**config.mk**
```make
export PLATFORM = sky130hd
export DESIGN_NAME = fifo_rd_stream_adapter_flat
export DESIGN_NICKNAME = d
export VERILOG_FILES = /design/src/rtl/fifo_rd_stream_adapter_if.sv /design/src/rtl/fifo_rd_stream_adapter.sv /design/src/flat_wrapper.sv
export SDC_FILE = /design/constraint.sdc
export NUM_CORES = 1
export LEC_CHECK = 0
export BUFFER_PORTS_ARGS = -buffer_cell sky130_fd_sc_hd__clkbuf_2
export CORE_MARGIN = 2
export CORE_UTILIZATION = 55
export CTS_BUF_LIST = sky130_fd_sc_hd__clkbuf_4 sky130_fd_sc_hd__clkbuf_8
export CTS_CLUSTER_DIAMETER = 80
export DETAILED_ROUTE_END_ITERATION = 7
export GPL_TIMING_DRIVEN = 0
export HOLD_SLACK_MARGIN = 0.1
export PLACE_DENSITY = 0.82
export SYNTH_ARGS = -nofsm -noshare
export SYNTH_HDL_FRONTEND = slang
export SYNTH_SLANG_ARGS = --single-unit
export TNS_END_PERCENT = 50
```
**constraint.sdc**
```tcl
create_clock -name clk -period 1.8 [get_ports clk]
set_input_delay 0.09 -clock clk [delete_from_list [all_inputs] [get_ports clk]]
set_output_delay 0.09 -clock clk [all_outputs]
set_load 0.005 [all_outputs]
```
**src/rtl/fifo_rd_stream_adapter_if.sv**
```systemverilog
// FIFO read port plus valid/ready output stream, bundled for the read-side adapter.
// master = adapter side, slave = FIFO / downstream side.
interface fifo_rd_stream_adapter_if #(
    parameter int fifo_width = 16
);
    logic                  fifo_empty;
    logic                  fifo_r_en;
    logic [fifo_width-1:0] fifo_data;
    logic                  m_valid;
    logic                  m_ready;
    logic [fifo_width-1:0] m_data;
    logic [31:0]           word_count;

    modport master (
        input  fifo_empty, fifo_data, m_ready,
        output fifo_r_en, m_valid, m_data, word_count
    );

    modport slave (
        output fifo_empty, fifo_data, m_ready,
        input  fifo_r_en, m_valid, m_data, word_count
    );
endinterface

```
**src/rtl/fifo_rd_stream_adapter.sv**
```systemverilog
// FIFO read-side adapter: one-cycle-latency FIFO read port to valid/ready stream via a 3-entry skid buffer.
// Optional accepted-beat counter on word_count when FIFO_RD_STATS_EN is defined.
module fifo_rd_stream_adapter #(
    parameter int fifo_width = 16
) (
    input  logic                      clk,
    input  logic                      rst_n,
    fifo_rd_stream_adapter_if.master  bus
);
    logic [1:0]            cnt;
    logic                  pend;
    logic [1:0]            wr_idx;
    logic [1:0]            rd_idx;
    logic [fifo_width-1:0] mem_q [3];
    logic [fifo_width-1:0] m_data_c;
    logic [2:0]            occ;
    logic                  pop;

    function automatic logic [1:0] idx_inc(input logic [1:0] idx);
        return (idx == 2'd2) ? 2'd0 : idx + 2'd1;
    endfunction

    // A read is only issued if a slot is guaranteed when its data lands next cycle.
    assign occ           = {1'b0, cnt} + {2'b00, pend};
    assign bus.fifo_r_en = rst_n & ~bus.fifo_empty & (occ <= 3'd2);
    assign bus.m_valid   = (cnt != 2'd0);
    assign pop           = bus.m_valid & bus.m_ready;

    always_comb begin
        m_data_c = '0;
        case (rd_idx)
            2'd0:    m_data_c = mem_q[0];
            2'd1:    m_data_c = mem_q[1];
            2'd2:    m_data_c = mem_q[2];
            default: m_data_c = '0;
        endcase
    end
    assign bus.m_data = m_data_c;

    always_ff @(posedge clk or negedge rst_n) begin
        if (!rst_n) begin
            cnt    <= 2'd0;
            pend   <= 1'b0;
            wr_idx <= 2'd0;
            rd_idx <= 2'd0;
            for (int i = 0; i < 3; i++) begin
                mem_q[i] <= '0;
            end
        end else begin
            pend <= bus.fifo_r_en;
            cnt  <= cnt + {1'b0, pend} - {1'b0, pop};
            if (pend) begin
                mem_q[wr_idx] <= bus.fifo_data;
                wr_idx        <= idx_inc(wr_idx);
            end
            if (pop) begin
                rd_idx <= idx_inc(rd_idx);
            end
        end
    end

`ifdef FIFO_RD_STATS_EN
    logic [31:0] word_cnt_q;

    always_ff @(posedge clk or negedge rst_n) begin
        if (!rst_n) begin
            word_cnt_q <= 32'd0;
        end else if (pop) begin
            word_cnt_q <= word_cnt_q + 32'd1;
        end
    end

    assign bus.word_count = word_cnt_q;
`else
    assign bus.word_count = 32'd0;
`endif
endmodule

```
**src/flat_wrapper.sv**
```systemverilog
// flat-port wrapper written by rule: the top's interface ports become plain ports
module fifo_rd_stream_adapter_flat 
#(
    parameter int fifo_width = 16
)
  (clk, rst_n, bus_fifo_empty, bus_fifo_data, bus_m_ready, bus_fifo_r_en, bus_m_valid, bus_m_data, bus_word_count);
  fifo_rd_stream_adapter_if #(.fifo_width(fifo_width)) bus_i ();
  input  logic clk;
  input  logic rst_n;
  input wire logic [$bits(bus_i.fifo_empty)-1:0] bus_fifo_empty;
  input wire logic [$bits(bus_i.fifo_data)-1:0] bus_fifo_data;
  input wire logic [$bits(bus_i.m_ready)-1:0] bus_m_ready;
  output wire logic [$bits(bus_i.fifo_r_en)-1:0] bus_fifo_r_en;
  output wire logic [$bits(bus_i.m_valid)-1:0] bus_m_valid;
  output wire logic [$bits(bus_i.m_data)-1:0] bus_m_data;
  output wire logic [$bits(bus_i.word_count)-1:0] bus_word_count;
  assign bus_i.fifo_empty = bus_fifo_empty;
  assign bus_i.fifo_data = bus_fifo_data;
  assign bus_i.m_ready = bus_m_ready;
  assign bus_fifo_r_en = bus_i.fifo_r_en;
  assign bus_m_valid = bus_i.m_valid;
  assign bus_m_data = bus_i.m_data;
  assign bus_word_count = bus_i.word_count;
  fifo_rd_stream_adapter #(.fifo_width(fifo_width)) u_core (.clk(clk), .rst_n(rst_n), .bus(bus_i));
endmodule
```
==> results.sh, run 1 <==
export IMPL_status="complete, but fails checks"
export IMPL_violations="negative hold slack"
export IMPL_drt_pass1_iterations=4
export IMPL_crit_type="flip-flop to output pin"
export IMPL_gp_congestion=0.690
export IMPL_holdWs_ps=-178
export IMPL_p_leak_uw=0.00170
export IMPL_ir_drop_uv=906
export IMPL_fin_setup_tns_ps=0
export IMPL_synth_async_reset_ratio_pct=100
export IMPL_worstMarginPinSlew_ps=688
export IMPL_cp_end_kind="output pin"
export IMPL_synthToLayoutAreaGrowth_pct=25.9
export IMPL_cts_root_buf="clkbuf_8"
export IMPL_insertion_delay_ps=310
export IMPL_critical_path_top_delay_family="flip-flops"
export IMPL_cts_sinks=55
export IMPL_synth_cells=206
export IMPL_synth_cell_type_count=22
export IMPL_cp_max_fo=3
export IMPL_cts_tree="built"
export IMPL_netlist_area_mm2=0.00275
export IMPL_cts_buffers_inserted=5
export IMPL_fp_dieArea_mm2=0.00557
export IMPL_grtUsageTotal_pct=19.5
export IMPL_die_height_um=74.7
export IMPL_final_cells=367
export IMPL_num_antenna_cells=0
export IMPL_power_share_switching_pct=32.4
export IMPL_dpl_hpwl_um=3390
export IMPL_synth_avg_cell_area_um2=13.3
export IMPL_p_total_uw=5230
export IMPL_rows=25
export IMPL_finalHoldViolCount=55
export IMPL_yosys_warnings=0
export IMPL_antenna_found_initial=0
export IMPL_power_density_mw_per_mm2=1510
export IMPL_min_period_over_period_pct=98.9
export IMPL_crit_path_start_kind="flip-flop"
export IMPL_hold_buffers=17
export IMPL_finalInstanceArea_mm2=0.00346
export IMPL_slew_viol_final=0
export IMPL_setup_viol=0
export IMPL_power_share_sequential_pct=42.2
export IMPL_p_comb_share_pct=43.3
export IMPL_relSlewSlack_pct=54.1
export IMPL_viasPerCell=4.73
export IMPL_yosysTopAreaCell="dfrtp_1"
export IMPL_core_area_mm2=0.00475
export IMPL_overflow=0
export IMPL_synth_area_leaders="dfrtp_1, mux2_2, buf_4"
export IMPL_power_internal_uw=3540
export IMPL_critPathSlowestCell="dfrtp_1"
export IMPL_drt_iter0_markers=34
export IMPL_ys_top_cells_by_count="dfrtp_1, mux2_2, buf_4"
export IMPL_grt_max_degree=57
export IMPL_drive_gt1_share_pct=48.7
export IMPL_synth_most_common_cell="dfrtp_1"
export IMPL_synth_top_area_share_pct=50.1
export IMPL_cp_data_required_time_ps=1710
export IMPL_boundaryPins=70
export IMPL_place_inst=341
export IMPL_skew_ps=3.34
export IMPL_yosys_register_bits=55
export IMPL_slowest_delay_ps=430
export IMPL_grt_pass1_wl_um=7980
export IMPL_portBuffers=37
export IMPL_yosys_most_used_dff="dfrtp_1"
export IMPL_drc=0
export IMPL_htreeDepth=2
export IMPL_synth_seq_area_share_pct=50.1
export IMPL_crit_chain="ha_2 -> inv_2 -> ha_4 -> nor3b_4 -> o211a_1 -> clkbuf_2"
export IMPL_grt_pass1_vias=1708
export IMPL_rsz0062_at_grt="yes"
export IMPL_vias=1737
export IMPL_path_buf_inv=2
export IMPL_routed_wirelength_um=4960
export IMPL_hold_path_class="primary input to async pin"
export IMPL_cap_viol_max_count=0
export IMPL_pwr_share_clk_pct=14.5
export IMPL_switchingPower_uw=1690
export IMPL_layout_min_cycle_time_ps=1780
export IMPL_start_util_pct=57.7
export IMPL_crit_arrival_ps=1690
export IMPL_dpl_cell_area_mm2=0.00313
export IMPL_clk_pin_slew_ps=90
export IMPL_clockBufferDepth=2
export IMPL_antenna_left=0
export IMPL_nNetsFinal=324
export IMPL_die_w_um=74.7
export IMPL_wl_per_cell_um=13.5
export IMPL_fmax_ghz=0.562
export IMPL_synth_edf_count=0
## metrics by stage
step	hold slack (ps)	setup slack, ps	utilization, %
finish	-178	20.6	72.7
global route	-128	-74.1	72.7
CTS	106	-17.5	71.9
detailed placement	349	-31.3	65.8
global placement	350	21.8	65.8
floorplan	-206	181	-
## power groups by stage
stage | clock network (uW) | logic [uW] | registers (uW)
4_1_cts | 769 | 2200 | 2210
5_1_grt | 808 | 2510 | 2300
6_report | 756 | 2270 | 2210
3_5_place_dp | 0 | 2140 | 2230
3_3_place_gp | 0 | 2070 | 2190
2_1_floorplan | 0 | 1540 | 2130
## flip-flops by register name, summed over array words and instances (netlist names)
signal         count
u_core.mem_q      48
u_core.pend        1
u_core.cnt         2
u_core.rd_idx      2
u_core.wr_idx      2
## per-layer routing
layer	track usage, %	vias to the layer above	routed length, um
met5	0	-	0
met4	7.14	0	53
met3	4.69	5	247
met2	33.9	54	2500
met1	23.8	840	2170
li1	-	838	-
## cell type report
class | count | area, um2
Buffer | 41 | 305
Tap cell | 67 | 83.8
Clock buffer | 8 | 104
Inverter | 8 | 30.0
Multi-Input combinational cell | 133 | 1190
Fill cell | 352 | 1300
Timing Repair Buffer | 55 | 365
Sequential cell | 55 | 1380
## layout by cell type, fill, tap and decap left out
| cell type | n |
|---|---|
| dfrtp_2 | 1 |
| mux2i_1 | 16 |
| dfrtp_1 | 54 |
| mux2_2 | 50 |
| xnor2_1 | 2 |
| conb_1 | 32 |
| buf_2 | 2 |
| buf_4 | 37 |
| nand3b_2 | 2 |
| ha_2 | 1 |
| inv_1 | 7 |
| dlygate4sd3_1 | 17 |
| clkbuf_2 | 38 |
| ha_1 | 3 |
| nor3b_4 | 2 |
| clkbuf_4 | 1 |
| a21o_1 | 1 |
| ha_4 | 1 |
| clkbuf_8 | 7 |
| o211a_1 | 1 |
| nand2_1 | 1 |
| o2bb2ai_1 | 16 |
| nor2b_1 | 2 |
| o21ai_0 | 1 |
| buf_6 | 2 |
| nor2_1 | 1 |
| inv_2 | 1 |
| o21ai_2 | 1 |
## kinds of logic (layout without fill, tap and decap cells)
| logic type | Yosys count | after routing | share of synthesized area (%) |
|---|---|---|---|
| and+or+nand+nor | 8 | 8 | 2.51 |
| AOI/OAI and AO/OA | 20 | 20 | 6.11 |
| muxes | 66 | 66 | 26.3 |
| buffers and inverters | 49 | 112 | 11.9 |
| other | 1 | 32 | 0.137 |
| DFF | 55 | 55 | 50.1 |
| adders and majority gates | 5 | 5 | 2.28 |
| xor gates and xnor gates | 2 | 2 | 0.638 |
## path summary, 6_finish.rpt
check	from	endpoint	slack, ps	depth (start not counted)
min in group clk	bus_m_ready	u_core.rd_idx[0]$_DFFE_PN0P_	140	3
setup / recovery	u_core.cnt[0]$_DFF_PN0_	bus_fifo_r_en	20	6
setup reg to reg	u_core.pend$_DFF_PN0_	u_core.mem_q[43]$_DFFE_PN0P_	120	4
max in group asynchronous	rst_n	u_core.pend$_DFF_PN0_	1490	1
hold reg to reg	u_core.mem_q[25]$_DFFE_PN0P_	u_core.mem_q[25]$_DFFE_PN0P_	510	1
hold / removal	rst_n	u_core.mem_q[44]$_DFFE_PN0P_	-180	1
## repair_timing
item | CTS | global route
endpoints found under the setup margin | 12 | 3
pin swaps | 0 | 3
buffers inserted | 0 | 1
resized for setup | 8 | 8
endpoints found under the hold margin | 49 | 55
cloned | 0 | 0
Power figures use the tool's default switching activity.
==> run 2: changes to the inputs <==
--- a/config.mk
+++ b/config.mk
@@ -7,13 +7,14 @@
 export LEC_CHECK = 0
 export BUFFER_PORTS_ARGS = -buffer_cell sky130_fd_sc_hd__clkbuf_2
 export CORE_MARGIN = 2
-export CORE_UTILIZATION = 55
+export CORE_UTILIZATION = 49
 export CTS_BUF_LIST = sky130_fd_sc_hd__clkbuf_4 sky130_fd_sc_hd__clkbuf_8
 export CTS_CLUSTER_DIAMETER = 80
 export DETAILED_ROUTE_END_ITERATION = 7
 export GPL_TIMING_DRIVEN = 0
 export HOLD_SLACK_MARGIN = 0.1
-export PLACE_DENSITY = 0.82
+export MAX_ROUTING_LAYER = met4
+export PLACE_DENSITY = 0.78
 export SYNTH_ARGS = -nofsm -noshare
 export SYNTH_HDL_FRONTEND = slang
 export SYNTH_SLANG_ARGS = --single-unit
==> constraint.sdc (replaced) <==
create_clock -name clk -period 1.6 [get_ports clk]
set_input_delay 0.08 -clock clk [delete_from_list [all_inputs] [get_ports clk]]
set_output_delay 0.08 -clock clk [all_outputs]
set_load 0.005 [all_outputs]
==> run 2 against run 1 <==
The flow finishes with violations (negative setup slack). Utilization fell by 3.6 points. Clock power rose by 24%. Worst setup slack got worse by 160 ps. Hold slack improved by 320 ps. Via count rose by 5.5%. Combinational power rose by 38%. First-iteration DRC count rose by 82%. Sequential share of layout area fell by 3.4 points. Total power rose by 26%. Wire length rose by 6.3%. Clock skew rose by 1.2 ps. Non-clock buffer count rose by 17.
==> results.sh, run 2 (synthesized netlist as in run 1, its figures left out) <==
export IMPL_status="complete, but fails checks"
export IMPL_violations="negative setup slack"
export IMPL_drc=0
export IMPL_gp_congestion=0.699
export IMPL_clockBufferDepth=2
export IMPL_skew_ps=4.52
export IMPL_hold_path_class="primary input to flip-flop"
export IMPL_wl_met1_um=2300
export IMPL_overflow=0
export IMPL_wl_met2_um=2660
export IMPL_ir_drop_uv=1100
export IMPL_regMostFlops="u_core.mem_q"
export IMPL_power_density_mw_per_mm2=1750
export IMPL_viasPerCell=4.71
export IMPL_dr_max_layer_used="met4"
export IMPL_cap_viol_max_count=0
export IMPL_power_internal_uw=4490
export IMPL_cts_tree="built"
export IMPL_pwr_share_clk_pct=14.2
export IMPL_switchingPower_uw=2120
export IMPL_grtUsageTotal_pct=17.0
export IMPL_core_area_mm2=0.00547
export IMPL_holdWs_ps=145
export IMPL_drt_pass1_iterations=4
export IMPL_nNetsFinal=341
export IMPL_fmax_ghz=0.574
export IMPL_boundaryPins=70
export IMPL_drt_iter0_markers=62
export IMPL_crit_path_start_kind="flip-flop"
export IMPL_insertion_delay_ps=300
export IMPL_layout_common_cells="dfrtp_1, buf_4, mux2_2, conb_1, clkbuf_2"
export IMPL_synthToLayoutAreaGrowth_pct=37.7
export IMPL_routed_wirelength_um=5280
export IMPL_p_total_uw=6610
export IMPL_cts_root_buf="clkbuf_8"
export IMPL_p_comb_share_pct=47.4
export IMPL_power_share_sequential_pct=38.4
export IMPL_crit_type="flip-flop to flip-flop"
export IMPL_crit_arrival_ps=1970
export IMPL_setup_viol=2
export IMPL_whs_path_depth=4
export IMPL_rows=27
export IMPL_layout_min_cycle_time_ps=1740
export IMPL_htreeDepth=2
export IMPL_die_w_um=78.9
export IMPL_rsz0062_at_grt="yes"
export IMPL_vias=1833
export IMPL_portBuffers=37
export IMPL_cp_end_kind="flip-flop"
export IMPL_cp_max_fo=2
export IMPL_antenna_found_initial=0
export IMPL_drive_gt1_share_pct=54.3
export IMPL_clk_pin_slew_ps=90
export IMPL_cts_sinks=55
export IMPL_largest_reg_flops=48
export IMPL_cp_data_required_time_ps=1830
export IMPL_setup_slack_ps=-143
export IMPL_grt_max_degree=57
export IMPL_grt_pass1_vias=1682
export IMPL_grt_pass1_wl_um=8040
export IMPL_final_common_cell="dfrtp_1"
export IMPL_p_leak_uw=0.00188
export IMPL_dpl_hpwl_um=3230
export IMPL_slew_viol_final=0
export IMPL_antenna_left=0
export IMPL_fin_setup_tns_ps=-224
export IMPL_num_antenna_cells=0
export IMPL_fp_dieArea_mm2=0.00622
export IMPL_min_period_over_period_pct=109
export IMPL_r2r_cells=8
export IMPL_cts_buffers_inserted=5
export IMPL_wl_met3_um=289
export IMPL_wl_per_cell_um=13.6
export IMPL_start_util_pct=50.2
export IMPL_die_height_um=78.9
export IMPL_power_share_switching_pct=32.1
export IMPL_finalHoldViolCount=0
run 2: final cells by class:
| class | count | area (um2) |
|---|---|---|
| Tap cell | 72 | 90.1 |
| Clock inverter | 2 | 35.0 |
| Multi-Input combinational cell | 133 | 1290 |
| Inverter | 8 | 30.0 |
| Clock buffer | 6 | 82.6 |
| Buffer | 41 | 339 |
| Sequential cell | 55 | 1380 |
| Timing Repair Buffer | 72 | 537 |
| Fill cell | 399 | 1690 |
run 2: worst max-delay path: stages (launching register included):
cell and delay [ps]:
dfrtp_1 420, buf_4 160, o21ai_4 150, inv_1 60, ha_1 280, inv_1 50
ha_1 210, xnor2_1 200, xnor2_1 130
run 2: per-layer routing:
| layer | track usage, % | up-vias |
|---|---|---|
| met5 | - | - |
| met4 | 2.07 | 0 |
| met3 | 3.75 | 5 |
| met2 | 29.5 | 58 |
| met1 | 21.3 | 887 |
| li1 | - | 883 |
run 2: path summary, 6_finish.rpt:
kind,from,to,slack [ps]
min in group asynchronous,rst_n,u_core.mem_q[31]$_DFFE_PN0P_,290
worst max-delay path,u_core.cnt[0]$_DFF_PN0_,u_core.cnt[1]$_DFF_PN0_,-140
worst min-delay path,bus_fifo_empty,u_core.pend$_DFF_PN0_,140
worst min register to register,u_core.mem_q[14]$_DFFE_PN0P_,u_core.mem_q[14]$_DFFE_PN0P_,510
worst max register to register,u_core.cnt[0]$_DFF_PN0_,u_core.cnt[1]$_DFF_PN0_,-140
max in group asynchronous,rst_n,u_core.cnt[1]$_DFF_PN0_,1130
run 2: power by group through the flow:
stage	clock network (uW)	logic, uW	registers, uW
2_1_floorplan	0	1730	2400
3_3_place_gp	0	2350	2460
3_5_place_dp	0	2430	2500
4_1_cts	958	2620	2470
5_1_grt	1010	3400	2620
6_report	936	3130	2540
run 2: per-stage QoR:
stage	instances	cell area (um2)	worst slack, ps	utilization (%)
5_1_grt	389	3780	-215	69.1
6_report	389	3780	-143	69.1
3_3_place_gp	346	3140	-93.5	57.3
4_1_cts	375	3500	-139	63.9
3_5_place_dp	346	3140	-121	57.3
2_1_floorplan	237	2860	71.2	-
run 2: what timing repair did:
action                                 CTS  global route
resized for setup                       16            35
cloned                                   0             1
pin swaps                                1             7
endpoints found under the hold margin   48            26
setup endpoints to repair               21            12
hold buffers                            16             2
setup buffers                            5            10
